$ cat src/rtl/muldiv_sequencer_if.sv
// muldiv_sequencer_if
//   Handshake and result bundle between the control unit and the
//   multiply/divide sequencer.
//
//   master (control unit): drives start_mult, start_div, a, b;
//                          observes busy, done, div_zero, hi, lo.
//   slave  (sequencer):    the reverse.
//
//   Parameter WIDTH: operand width; hi and lo are each WIDTH bits.
interface muldiv_sequencer_if #(parameter int WIDTH = 32);
  logic             start_mult;
  logic             start_div;
  logic [WIDTH-1:0] a;
  logic [WIDTH-1:0] b;
  logic             busy;
  logic             done;
  logic             div_zero;
  logic [WIDTH-1:0] hi;
  logic [WIDTH-1:0] lo;

  modport master (
    output start_mult, start_div, a, b,
    input  busy, done, div_zero, hi, lo
  );

  modport slave (
    input  start_mult, start_div, a, b,
    output busy, done, div_zero, hi, lo
  );
endinterface

$ cat src/rtl/muldiv_sequencer.sv
// muldiv_sequencer
//   Iterative signed multiplier (radix-2 Booth) and restoring divider
//   driving the HI/LO register pair. One step per clock.
//
//   Ports:
//     clk    - clock
//     reset  - synchronous, active-high reset
//     bus    - muldiv_sequencer_if.slave: start_mult/start_div/a/b in,
//              busy/done/div_zero/hi/lo out
//
//   Optional feature macro: MULDIV_DIVZERO_EXC_EN
//     defined   - a divide with b == 0 skips straight to FIN, leaves HI/LO
//                 untouched and pulses div_zero together with done.
//     undefined - div_zero stays 0 and b == 0 runs the full divide.
module muldiv_sequencer #(
  parameter int WIDTH = 32
) (
  input  logic              clk,
  input  logic              reset,
  muldiv_sequencer_if.slave bus
);

  localparam int CW = $clog2(WIDTH);

  typedef enum logic [2:0] {IDLE, MUL, DIV, DFIX, FIN} state_t;

  state_t           state, state_next;
  logic [CW-1:0]    count;
  logic             last_step;
  logic             busy, done;
  logic [WIDTH-1:0] hi_r, lo_r;

  // Booth registers; acc carries one guard bit so that subtracting the most
  // negative multiplicand cannot overflow.
  logic [WIDTH:0]   acc, mcand;
  logic [WIDTH-1:0] q;
  logic             q_1;

  // Divider registers, working on magnitudes.
  logic [WIDTH-1:0] rem, quo, dvsr;
  logic             sign_a, sign_b;
  logic             dz_flag;

  logic             div_by_zero;
  logic [WIDTH-1:0] abs_a, abs_b;

`ifdef MULDIV_DIVZERO_EXC_EN
  assign div_by_zero = (bus.b == '0);
`else
  assign div_by_zero = 1'b0;
`endif

  assign abs_a     = bus.a[WIDTH-1] ? -bus.a : bus.a;
  assign abs_b     = bus.b[WIDTH-1] ? -bus.b : bus.b;
  assign last_step = (count == CW'(WIDTH - 1));

  // One Booth step: add/subtract by the {q0, q-1} pair, then arithmetic
  // shift of the whole {acc, q, q-1} register.
  logic [WIDTH:0]   booth_sum, acc_next;
  logic [WIDTH-1:0] q_next;
  always_comb begin
    booth_sum = acc;
    case ({q[0], q_1})
      2'b01:   booth_sum = acc + mcand;
      2'b10:   booth_sum = acc - mcand;
      default: booth_sum = acc;
    endcase
    acc_next = {booth_sum[WIDTH], booth_sum[WIDTH:1]};
    q_next   = {booth_sum[0], q[WIDTH-1:1]};
  end

  // One restoring-division step, plus the sign fix-up applied in DFIX.
  // The remainder never reaches WIDTH bits after subtraction, so the
  // difference can be taken modulo 2^WIDTH.
  logic [WIDTH:0]   div_shift;
  logic             div_fits;
  logic [WIDTH-1:0] div_diff, rem_next, quo_next, rem_fixed, quo_fixed;
  always_comb begin
    div_shift = {rem, quo[WIDTH-1]};
    div_fits  = (div_shift >= {1'b0, dvsr});
    div_diff  = div_shift[WIDTH-1:0] - dvsr;
    rem_next  = div_fits ? div_diff : div_shift[WIDTH-1:0];
    quo_next  = {quo[WIDTH-2:0], div_fits};
    quo_fixed = (sign_a ^ sign_b) ? -quo : quo;
    rem_fixed = sign_a ? -rem : rem;
  end

  // Next-state and status outputs. Starts are looked at only in IDLE;
  // multiply wins when both starts arrive together.
  always_comb begin
    state_next = state;
    busy       = 1'b0;
    done       = 1'b0;
    case (state)
      IDLE: begin
        if (bus.start_mult)     state_next = MUL;
        else if (bus.start_div) state_next = div_by_zero ? FIN : DIV;
      end
      MUL: begin
        busy = 1'b1;
        if (last_step) state_next = FIN;
      end
      DIV: begin
        busy = 1'b1;
        if (last_step) state_next = DFIX;
      end
      DFIX: begin
        busy       = 1'b1;
        state_next = FIN;
      end
      FIN: begin
        done       = 1'b1;
        state_next = IDLE;
      end
      default: state_next = IDLE;
    endcase
  end

  // State register and datapath. HI/LO are written only on the edge that
  // enters FIN, so MFHI/MFLO during an operation see the previous result.
  always_ff @(posedge clk) begin
    if (reset) begin
      state   <= IDLE;
      count   <= '0;
      hi_r    <= '0;
      lo_r    <= '0;
      dz_flag <= 1'b0;
      acc     <= '0;
      mcand   <= '0;
      q       <= '0;
      q_1     <= 1'b0;
      rem     <= '0;
      quo     <= '0;
      dvsr    <= '0;
      sign_a  <= 1'b0;
      sign_b  <= 1'b0;
    end else begin
      state <= state_next;
      case (state)
        IDLE: begin
          count   <= '0;
          dz_flag <= 1'b0;
          if (bus.start_mult) begin
            acc   <= '0;
            mcand <= {bus.a[WIDTH-1], bus.a};
            q     <= bus.b;
            q_1   <= 1'b0;
          end else if (bus.start_div) begin
            rem     <= '0;
            quo     <= abs_a;
            dvsr    <= abs_b;
            sign_a  <= bus.a[WIDTH-1];
            sign_b  <= bus.b[WIDTH-1];
            dz_flag <= div_by_zero;
          end
        end
        MUL: begin
          acc   <= acc_next;
          q     <= q_next;
          q_1   <= q[0];
          count <= count + 1'b1;
          if (last_step) begin
            hi_r <= acc_next[WIDTH-1:0];
            lo_r <= q_next;
          end
        end
        DIV: begin
          rem   <= rem_next;
          quo   <= quo_next;
          count <= count + 1'b1;
        end
        DFIX: begin
          hi_r <= rem_fixed;
          lo_r <= quo_fixed;
        end
        default: ;
      endcase
    end
  end

  assign bus.busy     = busy;
  assign bus.done     = done;
  assign bus.div_zero = done & dz_flag;
  assign bus.hi       = hi_r;
  assign bus.lo       = lo_r;

endmodule

$ cat src/flat_wrapper.sv
// flat-port wrapper written by rule: the top's interface ports become plain ports
module muldiv_sequencer_flat 
#(
  parameter int WIDTH = 32
)
  (clk, reset, bus_start_mult, bus_start_div, bus_a, bus_b, bus_busy, bus_done, bus_div_zero, bus_hi, bus_lo);
  muldiv_sequencer_if #(.WIDTH(WIDTH)) bus_i ();
  input  logic clk;
  input  logic reset;
  input wire logic [$bits(bus_i.start_mult)-1:0] bus_start_mult;
  input wire logic [$bits(bus_i.start_div)-1:0] bus_start_div;
  input wire logic [$bits(bus_i.a)-1:0] bus_a;
  input wire logic [$bits(bus_i.b)-1:0] bus_b;
  output wire logic [$bits(bus_i.busy)-1:0] bus_busy;
  output wire logic [$bits(bus_i.done)-1:0] bus_done;
  output wire logic [$bits(bus_i.div_zero)-1:0] bus_div_zero;
  output wire logic [$bits(bus_i.hi)-1:0] bus_hi;
  output wire logic [$bits(bus_i.lo)-1:0] bus_lo;
  assign bus_i.start_mult = bus_start_mult;
  assign bus_i.start_div = bus_start_div;
  assign bus_i.a = bus_a;
  assign bus_i.b = bus_b;
  assign bus_busy = bus_i.busy;
  assign bus_done = bus_i.done;
  assign bus_div_zero = bus_i.div_zero;
  assign bus_hi = bus_i.hi;
  assign bus_lo = bus_i.lo;
  muldiv_sequencer #(.WIDTH(WIDTH)) u_core (.clk(clk), .reset(reset), .bus(bus_i));
endmodule
$ cat config.mk
export PLATFORM = sky130hd
export DESIGN_NAME = muldiv_sequencer_flat
export DESIGN_NICKNAME = d
export VERILOG_FILES = /design/src/rtl/muldiv_sequencer_if.sv /design/src/rtl/muldiv_sequencer.sv /design/src/flat_wrapper.sv
export SDC_FILE = /design/constraint.sdc
export NUM_CORES = 1
export LEC_CHECK = 0
export BUFFER_PORTS_ARGS = -buffer_cell sky130_fd_sc_hd__buf_4
export CORE_MARGIN = 10
export CORE_UTILIZATION = 65
export DETAILED_ROUTE_END_ITERATION = 12
export PLACE_DENSITY = 0.81
export SLEW_MARGIN = 20
export SYNTH_ARGS = -nofsm -noshare
export SYNTH_HDL_FRONTEND = slang
export SYNTH_SLANG_ARGS = --single-unit
export TNS_END_PERCENT = 30
$ cat constraint.sdc
create_clock -name clk -period 6.6 [get_ports clk]
set_input_delay 1.32 -clock clk [delete_from_list [all_inputs] [get_ports clk]]
set_output_delay 1.32 -clock clk [all_outputs]
set_load 0.02 [all_outputs]
Word level (Yosys, flattened, before mapping) --
Cells that the tools add are included.
Operators by class: bitwise operators 2, $add $sub $neg 8, multiplexer cells 30, equality and inequality tests 13, reductions and logical operators 13, $lt $le $gt $ge 1
Operators by type and width (count):
- $mux W32 | 12
- $pmux W32 S2 | 5
- $pmux W33 S2 | 2
- $neg A32 Y32 | 4
- $add A33 B33 Y33 | 1
- $ge A33 B32 Y1 | 1
- $mux W33 | 1
- $sub A33 B33 Y33 | 1
- $sub A32 B32 Y32 | 1
- $mux W3 | 4
- $pmux W3 S4 | 1
- $pmux W5 S2 | 1
- $reduce_and A3 Y1 | 3
- $reduce_bool A2 Y1 | 4
- $eq A3 B2 Y1 const B | 2
- $ne A2 B2 Y1 const B | 3
- $reduce_and A2 Y1 | 3
- $add A5 B1 Y5 const B | 1
- $eq A5 B5 Y1 const B | 1
- $ne A2 B1 Y1 const B | 2
- $eq A3 B1 Y1 const B | 1
- $eq A3 B3 Y1 const B | 1
- $logic_not A3 Y1 | 1
- $mux W1 | 3
- other kinds (8) | 8
Storage, ports and cells: bits in registers 268, bits of input ports 68

Depth between registers and ports, before layout --
depth after elaboration 5, depth in mapped cells 21

Worst setup path after synthesis --
OpenSTA, ideal clock, no wires.
path type reg-to-reg, start point reg u_core.mcand[0], end point reg u_core.hi_r[29], in the netlist u_core.bus.hi[29], stages on the path, launching flop included 19, library setup time 0.095 ns, data required time 6.505 ns, buffers on the path 0, slack 2.230 ns, clock period less this slack 4.370 ns, arrival 4.274 ns, cells stage by stage dfxtp_1 -> inv_1 -> ha_1 -> or3b_2 -> nor4b_1 -> and3b_1 -> and3b_1 -> nor2_1 -> xnor2_1 -> ha_1 -> and3_1 -> nand2_1 -> or4_1 -> nor3_1 -> nor3_1 -> a31oi_1 -> xnor2_1 -> o211ai_1 -> a221oi_1
Between the ends: longest elaborated chain between the ends 4, elaborated cells between the ends (all ways) 5
RTL lines:
- start, declared | line muldiv_sequencer.sv:35 | logic [WIDTH:0] acc, mcand;
- start signal, assigned | line muldiv_sequencer.sv:145 | mcand <= {bus.a[WIDTH-1], bus.a};
- $sub A33 B33 Y33 / $add A33 B33 Y33 (equally long branches) | line muldiv_sequencer.sv:65, muldiv_sequencer.sv:64
- $pmux W33 S2 * | line muldiv_sequencer.sv:63 | case ({q[0], q_1})
- $mux W32 * | line muldiv_sequencer.sv:162 | if (last_step) begin
- $pmux W32 S2 * | line muldiv_sequencer.sv:139 | case (state)
- end signal, assigned | line muldiv_sequencer.sv:163 | hi_r <= acc_next[WIDTH-1:0];
- end signal, assigned | line muldiv_sequencer.sv:173 | hi_r <= rem_fixed;
- end, declared | line muldiv_sequencer.sv:31 | logic [WIDTH-1:0] hi_r, lo_r;
Every way passes the cells marked *; elsewhere a longest branch is shown, timed or not. The select of a mux whose other input is x is not followed. A chain may end at the register's enable or synchronous reset.

Worst setup path after layout --
start point reg u_core.mcand[1], end point reg u_core.hi_r[29], in the netlist u_core.bus.hi[29]
The elaborated chain is that of the path after synthesis.

==> out/results.tsv <==
stage	metric	value	unit
routing	drtIter0Drc	1871	
setup_path	critPathTopFamily	simple AND/OR/NAND/NOR gates	
clock_network	cts_tree	done	
final_layout	area_growth	12.1	%
global_routing	overflow	0	
global_routing	gr-usage-all-layers	31.2	%
logic_synthesis	syn_area	17300	um^2
routing	first_pass_iters	6	
timing	holdWs	0.477	ns
timing	finalMaxSlewViolations	0	
logic_synthesis	synth_seq_cells	267	
power_and_ir_drop	ir_drop	200	uV
setup_path	crit_path_end_kind	flop	
routing	vias	17500	
logic_synthesis	synth-warning-count	0	
clock_network	cts-htree-levels	1	
clock_network	clock_latency	0.58	ns
global_routing	grt_pass1_vias	16100	
setup_path	slowest_delay	0.65	ns
timing	fin_skew	0.0128	ns
job	drv_cap	0	
setup_path	crit_buf_inv	1	
logic_synthesis	synth_edf_count	0	
clock_network	cts_buffers	29	
timing	slew_headroom	33.0	%
logic_synthesis	synthArstFlopShare	0	%
setup_path	rrSetupSlack	1.59	ns
final_layout	layout_common_cells	347 x nand2_1, 284 x nor2_1, 267 x dfxtp_1	
power_and_ir_drop	internal_power	3.30	mW
worst_hold_path	hp-start	u_core.dvsr[0]	
timing	max_slew.worst_pin.slew	1.00	ns
setup_path	cp_cell_sequence	inv_1, ha_1, or3b_2, nor4b_1, and3b_1, and3b_1, nor2_1, xnor2_1, ha_1, and3_1, nand2_1, or4_1, nor3_1, nor3_1, a31oi_1, xnor2_1, o211ai_1, a221oi_1	
logic_synthesis	yosysSeqAreaShare	30.9	%
final_layout	drive_gt1_share	9.89	%
setup_path	required	7.08	ns
global_routing	grt_max_degree	83	
floorplanning	die_area	33600	um^2
logic_synthesis	synth_cell_type_count	71	
clock_network	ctsResizeCount	0	
floorplanning	initial_utilization	66.2	%
clock_network	root_buffer	clkbuf_16	
logic_synthesis	synthCells	2320	
power_and_ir_drop	share_comb_of_total_power	28.2	%
clock_network	path_clk_slew	0.06	ns
setup_path	timing.rr.end	u_core.bus.hi[29]	
final_layout	final_common_cell	nand2_1	
placed_design	port_buffers	133	
placed_design	gp_congestion	0.970	
power_and_ir_drop	powerDensity	257	nW/um^2
setup_path	worstPathArrival	5.48	ns
setup_path	cp_slowest_cell	nor4b_1	
routing	vias_per_cell	6.47	
global_routing	grt_pass1_wl	86400	um
clock_network	cts.sinks	267	
clock_network	cts_setup_buffers	0	
clock_network	clk_path_buf_depth	3	
floorplanning	die_w	183	um
logic_synthesis	syn_avg_cell_area	7.46	um^2
timing	min_period	5.01	ns
floorplanning	chipHeight	183	um
floorplanning	io_pins	135	
run_status	status	finished, final reports clean	
setup_path	crit-reg2reg-launch	u_core.mcand[1]	
power_and_ir_drop	p_sw	1.70	mW
setup_path	path_max_fanout	6	
clock_network	ctsHoldBuffers	0	
global_routing	antenna_found_initial	0	
power_and_ir_drop	p_seq_share	36.4	%
timing	clock.fmax	200	MHz
setup_path	rr_worst_depth	18	
timing	period_share	75.9	%
setup_path	critical_path_class	flop to flop	
worst_hold_path	holdPathEnd	u_core.dvsr[0]	
timing	setup_violations	0	
timing	rsz0062_at_grt	no	
placed_design	dp_hpwl	40600	um
timing	hold_violations	0	
power_and_ir_drop	p_leak	7.92	nW
logic_synthesis	synth-main-ff-cell	dfxtp_1	
final_layout	n_antenna_cell	0	
logic_synthesis	syn_nets	2462	
final_layout	fin_nets	2494	
timing	fin_setup_tns	0	ns
floorplanning	rows	59	
routing	wl	55000	um
power_and_ir_drop	p_sw_share	34.0	%
worst_hold_path	min_path_cells	2	
routing	drc	0	
floorplanning	coreArea	26100	um^2
routing	post_drt_wl_per_cell	20.3	um
routing	ant_nets	0	
setup_path	startpoint_type	flop	
power_and_ir_drop	clkPwrFrac	35.5	%
worst_hold_path	min_path_type	flop to flop	
[per-stage QoR]
step / std cells / power [mW] / setup WS, ns / utilization [%] / cell area, um^2
after CTS: 2709 / 4.96 / 1.61 / 74.2 / 19400
after global routing: 2710 / 5.20 / 1.08 / 74.3 / 19400
after global placement: 2655 / 3.19 / 1.73 / 70.2 / 18300
final: 2710 / 4.99 / 1.59 / 74.3 / 19400
after floorplan: 2320 / 2.83 / 2.23 / - / 17300
after detailed placement: 2655 / 3.21 / 1.63 / 70.2 / 18300
[power groups by stage]
stage / Sequential [mW] / Clock (mW) / Combinational (mW)
floorplan: 1.82 / 0 / 1.02
global placement: 1.84 / 0 / 1.34
detailed placement: 1.85 / 0 / 1.37
CTS: 1.81 / 1.77 / 1.38
global route: 1.83 / 1.83 / 1.54
finish: 1.82 / 1.77 / 1.41
[worst max-delay path by stage]
stage	start	endpoint	slack (ns)	depth (start not counted)
floorplan	u_core.mcand[0]	u_core.bus.hi[29]	2.23	18
global placement	u_core.mcand[0]	u_core.bus.hi[29]	1.73	18
detailed placement	u_core.mcand[1]	u_core.bus.hi[29]	1.63	18
CTS	u_core.mcand[1]	u_core.bus.hi[29]	1.61	18
global route	u_core.mcand[1]	u_core.bus.hi[29]	1.08	18
finish	u_core.mcand[1]	u_core.bus.hi[29]	1.59	18
[sequential cells by signal, summed over array words and instances (netlist names)]
register,flops
u_core.q,32
u_core.acc,32
u_core.rem,32
u_core.count,5
u_core.bus.lo,32
u_core.bus.hi,32
u_core.dvsr,32
u_core.q_1,1
u_core.state,3
u_core.sign_b,1
u_core.mcand,32
u_core.quo,32
u_core.sign_a,1
[cells by family (layout without fill, tap and decap cells)]
family / Yosys count / count (layout) / share of synthesized area [%]
flops: 267 / 267 / 30.9
other cells: 1 / 1 / 0.0217
fa+ha+maj: 74 / 74 / 5.44
mux: 28 / 28 / 1.64
xor+xnor: 204 / 204 / 10.3
compound gates: 676 / 676 / 25.6
simple gates: 842 / 842 / 21.1
buf+inv: 228 / 283 / 4.99
[worst register-to-register path: cells and delay by family, from the launching register on]
kind	cells	cell delay [ns]
xor+xnor	2	0.31
buf+inv	1	0.07
fa+ha+maj	2	0.56
compound gates	3	0.62
flops	1	0.33
simple gates	10	3.02
[synthesized netlist by cell type (all sizes together) (64+ instances only)]
cell type	count	share of area [%]
ha	72	5.2
a211oi	64	2.8
xor2	106	5.4
nand2	349	7.6
a21oi	187	5.4
clkbuf	134	2.9
o21ai	147	4.3
inv	76	1.6
dfxtp	267	31
xnor2	98	5.0
nor2	286	6.2
a311oi	68	3.4
[area by class of cell]
cell class,instances,area (um^2)
Multi-Input combinational cell,1825,11200
Fill cell,2067,6730
Sequential cell,267,5350
Timing Repair Buffer,153,1160
Clock buffer,38,810
Tap cell,335,419
Inverter,76,285
Clock inverter,16,229
[metal layers]
metal,track usage (%),part of all wire (%),up-vias
met5,0,0,-
met4,9.87,3.1,0
met3,4.53,8.0,126
met2,52.0,47,806
met1,40.6,41,8281
li1,-,-,8313
No activity file was read; power rests on OpenSTA's default activity.
